$ cat config.mk
export PLATFORM = sky130hd
export DESIGN_NAME = pipeline_hazard_ctrl
export DESIGN_NICKNAME = d
export VERILOG_FILES = /design/src/rtl/pipeline_hazard_ctrl.sv
export SDC_FILE = /design/constraint.sdc
export NUM_CORES = 1
export LEC_CHECK = 0
export CAP_MARGIN = 20
export CORE_AREA = 2 2 69 71
export DETAILED_ROUTE_END_ITERATION = 7
export DIE_AREA = 0 0 71 73
export PLACE_DENSITY = 0.79
export SYNTH_ARGS = -nofsm -noshare
export SYNTH_HDL_FRONTEND = slang
export SYNTH_SLANG_ARGS = --single-unit
$ cat constraint.sdc
create_clock -name clock -period 2.5 [get_ports clock]
set_input_delay 0.375 -clock clock [delete_from_list [all_inputs] [get_ports clock]]
set_output_delay 0.375 -clock clock [all_outputs]
set_load 0.05 [all_outputs]
$ cat src/rtl/pipeline_hazard_ctrl.sv
// pipeline_hazard_ctrl: stall/flush sequencing for PC, IF/ID, ID/EX; perf counters exist only with HAZARD_PERF_CNT_EN
module pipeline_hazard_ctrl #(
  parameter int CORE            = 0,
  parameter int FLUSH_CYCLES    = 2,
  parameter int LOAD_USE_CYCLES = 1,
  parameter int PERF_WIDTH      = 32
) (
  input  logic                  clock,
  input  logic                  reset,
  input  logic [4:0]            id_rs1,
  input  logic [4:0]            id_rs2,
  input  logic                  id_uses_rs1,
  input  logic                  id_uses_rs2,
  input  logic [4:0]            ex_rd,
  input  logic                  ex_is_load,
  input  logic                  ex_redirect,
  input  logic                  dmem_busy,
  output logic                  pc_stall,
  output logic                  if_id_stall,
  output logic                  if_id_flush,
  output logic                  id_ex_stall,
  output logic                  id_ex_flush,
  output logic [1:0]            state_o,
  output logic [PERF_WIDTH-1:0] perf_stall_cycles,
  output logic [PERF_WIDTH-1:0] perf_flush_events,
  output logic [PERF_WIDTH-1:0] perf_load_use_events
);
  typedef enum logic [1:0] {RUN = 2'd0, FLUSH = 2'd1, LOAD_STALL = 2'd2, MEM_WAIT = 2'd3} state_t;
  state_t     state, state_n;
  logic [2:0] cnt, cnt_n;
  logic       lu, open, seq;
  assign lu = ex_is_load & (ex_rd != 5'd0) &
              ((id_uses_rs1 & (ex_rd == id_rs1)) | (id_uses_rs2 & (ex_rd == id_rs2)));
  // open: new hazards are accepted this cycle (RUN, or the MEM_WAIT release cycle)
  assign open    = ~dmem_busy & ((state == RUN) | (state == MEM_WAIT));
  assign seq     = ~dmem_busy & (state == LOAD_STALL);
  assign state_o = state;
  always_ff @(posedge clock or negedge reset)
    if (!reset) begin
      state <= RUN;
      cnt   <= '0;
    end else begin
      state <= state_n;
      cnt   <= cnt_n;
    end
  always_comb begin
    pc_stall    = dmem_busy | seq | (open & ~ex_redirect & lu);
    if_id_stall = pc_stall;
    id_ex_stall = dmem_busy;
    if_id_flush = ~dmem_busy & ((state == FLUSH) | (open & ex_redirect));
    id_ex_flush = if_id_flush | seq | (open & ~ex_redirect & lu);
    state_n     = state;
    cnt_n       = cnt;
    if (dmem_busy)
      state_n = (state == RUN) ? MEM_WAIT : state;
    else if (state == FLUSH || state == LOAD_STALL) begin
      cnt_n   = cnt - 3'd1;
      state_n = (cnt == 3'd1) ? RUN : state;
    end else if (ex_redirect) begin
      cnt_n   = 3'(FLUSH_CYCLES - 1);
      state_n = (FLUSH_CYCLES > 1) ? FLUSH : RUN;
    end else if (lu) begin
      cnt_n   = 3'(LOAD_USE_CYCLES - 1);
      state_n = (LOAD_USE_CYCLES > 1) ? LOAD_STALL : RUN;
    end else
      state_n = RUN;
  end
`ifdef HAZARD_PERF_CNT_EN
  logic [PERF_WIDTH-1:0] stall_q, flush_q, lu_q;
  always_ff @(posedge clock or negedge reset)
    if (!reset) begin
      stall_q <= '0;
      flush_q <= '0;
      lu_q    <= '0;
    end else begin
      if (pc_stall && !(&stall_q)) stall_q <= stall_q + PERF_WIDTH'(1);
      if (open && ex_redirect && !(&flush_q)) flush_q <= flush_q + PERF_WIDTH'(1);
      if (open && !ex_redirect && lu && !(&lu_q)) lu_q <= lu_q + PERF_WIDTH'(1);
    end
  assign perf_stall_cycles    = stall_q;
  assign perf_flush_events    = flush_q;
  assign perf_load_use_events = lu_q;
`else
  assign perf_stall_cycles    = '0;
  assign perf_flush_events    = '0;
  assign perf_load_use_events = '0;
`endif
endmodule
Word-level counts from Yosys, hierarchy flattened
Index checks and enable logic that the tools add are counted.
Word-level totals
  latch bits: 0
  output and inout port bits: 103
  memory bits (writable): 0
  logic and storage cells: 44
  input port bits: 22
  memories: 0
  bits in read-only memories: 0
  register bits after elaboration: 5
Cells by class
  add/subtract/negate cells: 1
  bitwise operators: 19
  reductions and logical operators: 6
  mux-type cells: 8
  order comparisons: 0
  shifts and indexed selects: 0
  multipliers: 0
  equality and inequality tests: 8
  divide/modulo/power cells: 0
Operators by type and width (count)
  1-bit bitwise AND: 10
  5-bit == test: 2
  3-bit two-way mux: 3
  2-bit two-way mux: 4
  1-bit bitwise OR: 7
  5-bit nonzero test: 1
  2-bit == test, second input constant: 2
  2-bit AND reduction: 2
  3-bit by 1-bit == test with 1-bit output, second input constant: 1
  3-bit by 2-bit != test with 1-bit output, second input constant: 1
  3-bit nonzero test: 1
  3-bit by 1-bit subtractor with 3-bit output, second input constant: 1
  2-bit by 1-bit == test with 1-bit output, second input constant: 1
  2-bit zero test: 1
  2-bit by 1-bit != test with 1-bit output, second input constant: 1
  1-bit NOT: 2
  1-bit logical OR: 1
  1-bit two-way mux: 1

Depth between registers and ports, before layout
Gate-level depths: netlist of run 1.
  depth after elaboration: 8
  mapped depth: 6
  depth with buffers taken out: 6

Worst setup path before layout of run 1
No wires, ideal clock.
  path type: register to output
  start: register state[0], in the netlist state_o[0]
  end: output port id_ex_flush
  path buffers: 0
  data arrival time: 2.652 ns
  setup slack: -0.527 ns
  data required time: 2.125 ns
  cell stages (with the launch flop): 5
  path through: dfrtp_1 inv_1 ha_1 or3_1 o21ai_0
Between the ends
  cells in the longest elaborated chain, start to end: 8
  elaborated cells between the ends (all ways): 14
  those cells by class: eq/ne: 3; bitwise: 10; reduce/logical: 1
Ends and longest elaborated chain
  start, declared: RTL line 29  | state_t state, state_n;
  start signal, assigned: RTL line 43  | state <= state_n;
  2-bit == test or 2-bit zero test (tied branches): RTL line 35  | assign open = ~dmem_busy & ((state == RUN) | (state == MEM_WAIT));
  1-bit bitwise OR: RTL line 35
  1-bit bitwise AND: RTL line 35
  1-bit bitwise AND: RTL line 50  | if_id_flush = ~dmem_busy & ((state == FLUSH) | (open & ex_redirect));
  1-bit bitwise OR: RTL line 50
  1-bit bitwise AND: RTL line 50
  1-bit bitwise OR: RTL line 51  | id_ex_flush = if_id_flush | seq | (open & ~ex_redirect & lu);
  1-bit bitwise OR *: RTL line 51
  end, declared: RTL line 22  | output logic id_ex_flush,
Mark *: on every way between the ends. The rest lies on a longest branch, timed or not.

Worst setup path in the final report of run 1
  start: input port ex_rd[3]
  end: output port id_ex_flush
Between the ends
  cells in the longest elaborated chain, start to end: 6
  elaborated cells between the ends (all ways): 10
  those cells by class: eq/ne: 2; bitwise: 7; reduce/logical: 1
Ends and longest elaborated chain
  start, declared: RTL line 14  | input logic [4:0] ex_rd,
  5-bit == test: RTL line 33  | ((id_uses_rs1 & (ex_rd == id_rs1)) | (id_uses_rs2 & (ex_rd == id_rs2)));
  1-bit bitwise AND: RTL line 33
  1-bit bitwise OR: RTL line 33
  1-bit bitwise AND *: RTL line 32  | assign lu = ex_is_load & (ex_rd != 5'd0) &
  1-bit bitwise AND *: RTL line 51
  1-bit bitwise OR *: RTL line 51
Marked as above.

==> flow_summary.ini, run 1 <==
[clocking]
clkLatencyLatePin_ns = 0.22
postCtsSetupBuffers = 0
htree_levels = 1
cts_root_buf = clkbuf_8
hold_buffers = 0
numCtsBuffers = 3
clkTransAtPathRegs_ns = 0.04
cts_tree = built
cts_resized = 0
clk_path_buf_depth = 2
cts_num_sinks = 5

[pwr]
power_density_mw_per_mm2 = 916
finalPower_uw = 1240
total_leakage_power_uw = 0.000712
ir_worst_vdd_uv = 254

[placed_design]
io_buffers = 28
placed_cells = 245
dp_hpwl_um = 1780
globalplace.congestion = 0.765

[synthesis]
ys_seq_area_share_pct = 9.84
yosys_warnings = 0
synth_edf_count = 0
async_flop_share_pct = 100
avgSynthCellArea_um2 = 7.80
postSynthCellCount = 163
synth_cell_types = 28
synth_area_mm2 = 0.00127
synth_seq_cells = 5
synth-main-ff-cell = dfrtp_1

[route]
highest_layer = met4
wirelength_um = 2020
dr.pass1.iters = 4
dr_wl_met2_um = 1030
drtIter0Drc = 39
postRouteAntennaNets = 0
met1_length_um = 637
vias = 845
drc = 0
wl_per_cell_um = 8.11
drt-vias-per-instance = 3.39
met3WireLength_um = 323

[floorplanning]
dieArea_mm2 = 0.00518
die-height_um = 73
pin_count = 125
die_w_um = 71
initial_utilization_pct = 28.0
num_rows = 25
core_mm2 = 0.00454

[setup_path]
rr_worst_depth = 6
r2r_setup_slack_ns = 0.97
max_stage_delay_ns = 0.50
endpoint_kind = output port
r2r_end = cnt[2]$_DFFE_PN0P_
worstPathArrival_ns = 2.01
crit_path_start_kind = input pin
reg2reg_from = state_o[0]$_DFFE_PN0P_
slowest_stage = or4_4
cp_data_required_time_ns = 2.12
crit_type = in2out
cp_cell_sequence = clkdlybuf4s50_1 > or4_4 > o211ai_2 > or3_1 > o21ai_2 > buf_4
worstPathMaxFanout = 3

[hold_path]
min_path_type = in2async

[cells_and_area]
nFillCells = 491
multi_input_area_um2 = 759
fin_cells = 249
diodes = 0
nets = 223
drive_above_1_share_pct = 9.74
fin_util_pct = 29.8
layout_common_cells = 96 x conb_1, 23 x clkdlybuf4s50_1, 10 x xnor2_1, 6 x nor2_1, 6 x buf_4
regArea_um2 = 128
final_common_cell = conb_1
area_growth_pct = 6.50

[timing]
relSlewSlack_pct = 66.6
hold_viol_final = 0
tns_ns = 0
tightest_slew_ns = 0.500
post-route-min-period_ns = 2.38
setup_violations = 0
rsz0062_at_grt = no
max_freq_mhz = 420
fin_skew_ns = 0.00247
slew_violations = 0
fin_crit_sh_pct = 95.2

[status]
status = finished, final reports clean

[global_routing]
grt_use_total_pct = 7.42
overflow = 0
grt_pass1_wl_um = 2950
grt_max_degree = 11
antenna_found_initial = 0
grt_pass1_vias = 696

[run]
maxCapViolCount = 0
[metrics by stage]
stage | setup WS, ns | hold WS, ns | area, um^2
after global placement | 0.107 | 0.594 | 1310
final | 0.119 | 0.374 | 1350
after floorplan | 0.0516 | 0.0794 | 1650
after CTS | 0.0959 | 0.376 | 1350
after detailed placement | 0.0985 | 0.590 | 1310
after global routing | 0.0158 | 0.386 | 1350
[metal layers]
metal,vias up,global-route usage [%]
met3,5,4.42
met4,0,3.98
met2,72,13.6
met1,376,6.24
met5,-,0
li1,392,-
[cells by family (layout without fill, tap and decap cells)]
| logic type | Yosys count | in the layout | share of synthesized area [%] |
|---|---|---|---|
| muxes | 1 | 1 | 0.886 |
| DFF | 5 | 5 | 9.84 |
| xor gates and xnor gates | 10 | 10 | 6.89 |
| buffers and inverters | 104 | 41 | 59.6 |
| and+or+nand+nor | 19 | 19 | 7.58 |
| other | 1 | 96 | 0.295 |
| adders and majority gates | 5 | 5 | 4.92 |
| AOI/OAI and AO/OA | 18 | 18 | 9.94 |
[layout make-up]
type / instances / share of cell area (%)
Sequential cell: 5 / 9.43
Timing Repair Buffer: 32 / 24.8
Clock buffer: 4 / 3.33
Tap cell: 54 / 4.99
Inverter: 5 / 1.39
Multi-Input combinational cell: 149 / 56.1
[report_power, final]
part / switching [uW] / total (uW) / internal, uW
clock: 38.1 / 147 / 109
sequential: 30.9 / 155 / 124
combinational: 670 / 938 / 268
total: 739 / 1240 / 501
[worst max-delay path, delay by kind of cell]
| family | cells | cell delay, ns |
|---|---|---|
| AND/OR/NAND/NOR | 2 | 0.71 |
| buffers and inverters | 2 | 0.67 |
| AO/OA/AOI/OAI | 2 | 0.25 |
[sequential cells by signal, summed over array words and instances (netlist names)]
signal,flops
cnt,3
state_o,2
[synth_stat cells (2+ instances only)]
| cell type | count | share of area [%] |
|---|---|---|
| xnor2_1 | 10 | 6.9 |
| buf_4 | 98 | 58 |
| nand2_1 | 5 | 1.5 |
| o21ai_0 | 5 | 2.0 |
| nand2b_1 | 3 | 1.5 |
| nor2_1 | 6 | 1.8 |
| nand4_1 | 2 | 0.98 |
| a21o_1 | 2 | 1.2 |
| dfrtp_1 | 5 | 9.8 |
| inv_1 | 5 | 1.5 |
| ha_1 | 5 | 4.9 |
[worst max path at each step]
stage          cells past startpoint  slack [ns]     endpoint                   start
2_1_floorplan                      5        0.05     pc_stall  state_o[0]$_DFFE_PN0P_
3_3_place_gp                       6        0.11  id_ex_flush                ex_rd[3]
3_5_place_dp                       7         0.1     pc_stall                ex_rd[2]
4_1_cts                            6         0.1  id_ex_flush                ex_rd[3]
5_1_grt                            6        0.02  id_ex_flush                ex_rd[3]
6_report                           6        0.12  id_ex_flush                ex_rd[3]
Power figures use the tool's default switching activity.
==> run 2, diff against run 1 <==
- REMOVE_ABC_BUFFERS: unset -> 1
==> flow_summary.ini, run 2 (synthesized netlist as in run 1, its figures left out) <==
[status]
status = finished, final reports clean

[timing]
relSlewSlack_pct = 66.3
hold_viol_final = 0
setup_violations = 0
fin_skew_ns = 0.000367
fin_crit_sh_pct = 95.7
slew_violations = 0
rsz0062_at_grt = no
post-route-min-period_ns = 2.39
max_freq_mhz = 418
hold_ws_ns = 0.375
tightest_slew_ns = 0.504

[route]
dr.pass1.iters = 4
drt-vias-per-instance = 3.39
wirelength_um = 2030
postRouteAntennaNets = 0
drtIter0Drc = 54
vias = 841
drc = 0
wl_per_cell_um = 8.19

[floorplanning]
initial_utilization_pct = 28.0
dieArea_mm2 = 0.00518
num_rows = 25
pin_count = 125
die_w_um = 71
core_mm2 = 0.00454
die-height_um = 73

[placed_design]
dp_hpwl_um = 1830
io_buffers = 28
globalplace.congestion = 0.850
dpl-instance-area_mm2 = 0.00130

[cells_and_area]
diodes = 0
largest_register = cnt
nets = 222
layout_common_cells = 96 x conb_1, 23 x clkdlybuf4s50_1, 10 x xnor2_1, 6 x nor2_1
final_common_cell = conb_1
stdcell_area_mm2 = 0.00135
largest_register_ffs = 3
area_growth_pct = 5.81
fin_util_pct = 29.7
drive_above_1_share_pct = 7.73
nFillCells = 484

[global_routing]
grt_pass1_wl_um = 2930
overflow = 0
grt_pass1_vias = 673
antenna_found_initial = 0
grt_max_degree = 11
grt_use_total_pct = 7.33

[hold_path]
min_path_type = in2async

[clocking]
htree_levels = 1
clkTransAtPathRegs_ns = 0.03
hold_buffers = 0
postCtsSetupBuffers = 0
clk_path_buf_depth = 2
clkLatencyLatePin_ns = 0.22
cts_tree = built
cts_num_sinks = 5
cts_root_buf = clkbuf_8
numCtsBuffers = 3

[setup_path]
crit_type = in2out
crit_path_start_kind = input pin
worstPathMaxFanout = 3
worstPathArrival_ns = 2.02
endpoint_kind = output port
cp_data_required_time_ns = 2.12

[pwr]
finalPower_uw = 1250
total_leakage_power_uw = 0.000710
power_density_mw_per_mm2 = 932
ir_worst_vdd_uv = 221

[run]
maxCapViolCount = 0
## run 2: cell types whose count changed in the layout (fill, tap and decap cells not counted), sizes merged
cell  delta
buf      -1
## run 2: metrics by stage
step / TNS (ns) / worst slack [ns] / cells
2_1_floorplan: -2.09 / -0.783 / 159
3_3_place_gp: 0 / 0.0230 / 244
3_5_place_dp: 0 / 0.0196 / 244
4_1_cts: 0 / 0.0191 / 248
5_1_grt: 0 / 0.0314 / 248
6_report: 0 / 0.108 / 248
## run 2: final timing paths
kind	start	endpoint	slack, ns	cells after the start
setup / recovery	ex_rd[2]	id_ex_flush	0.11	6
hold / removal	reset	cnt[2]$_DFFE_PN0P_	0.37	1
setup reg to reg	state_o[0]$_DFFE_PN0P_	cnt[1]$_DFFE_PN0P_	0.89	6
hold reg to reg	cnt[2]$_DFFE_PN0P_	cnt[2]$_DFFE_PN0P_	0.60	2
max in group asynchronous	reset	state_o[1]$_DFFE_PN0P_	1.94	1
min in group clock	cnt[2]$_DFFE_PN0P_	cnt[2]$_DFFE_PN0P_	0.60	2
## run 2: timing repair
item / in CTS / in global routing
endpoints found under the hold margin: 0 / 0
gates resized for setup: 0 / 2
endpoints found under the setup margin: 0 / 3
## run 2: worst max-delay path: stages
cell and delay, ns:
clkdlybuf4s50_1 0.48, or4_4 0.54, o211ai_2 0.18, or3_1 0.16, o21ai_1 0.10, buf_12 0.17
## run 2: where the power goes
part / leakage (uW) / switching [uW] / internal, uW / total [uW]
Combinational: 0.000630 / 672 / 282 / 954
Clock: 0.0000228 / 36.7 / 109 / 146
Sequential: 0.0000573 / 32.8 / 121 / 154
## run 2: area by class of cell
type | count | area, um^2 | area share [%]
Clock buffer | 4 | 45.0 | 3.35
Inverter | 5 | 18.8 | 1.40
Multi-Input combinational cell | 149 | 748 | 55.6
Sequential cell | 5 | 125 | 9.30
Tap cell | 54 | 67.6 | 5.02
Timing Repair Buffer | 31 | 340 | 25.3
## run 2: per-layer routing
layer,global-route usage [%],share of wire [%],routed length (um),up-vias
met5,0,0,0,-
met4,3.14,0,0,0
met3,4.01,17,346,0
met2,13.3,53,1070,71
met1,6.82,30,611,379
li1,-,-,-,391
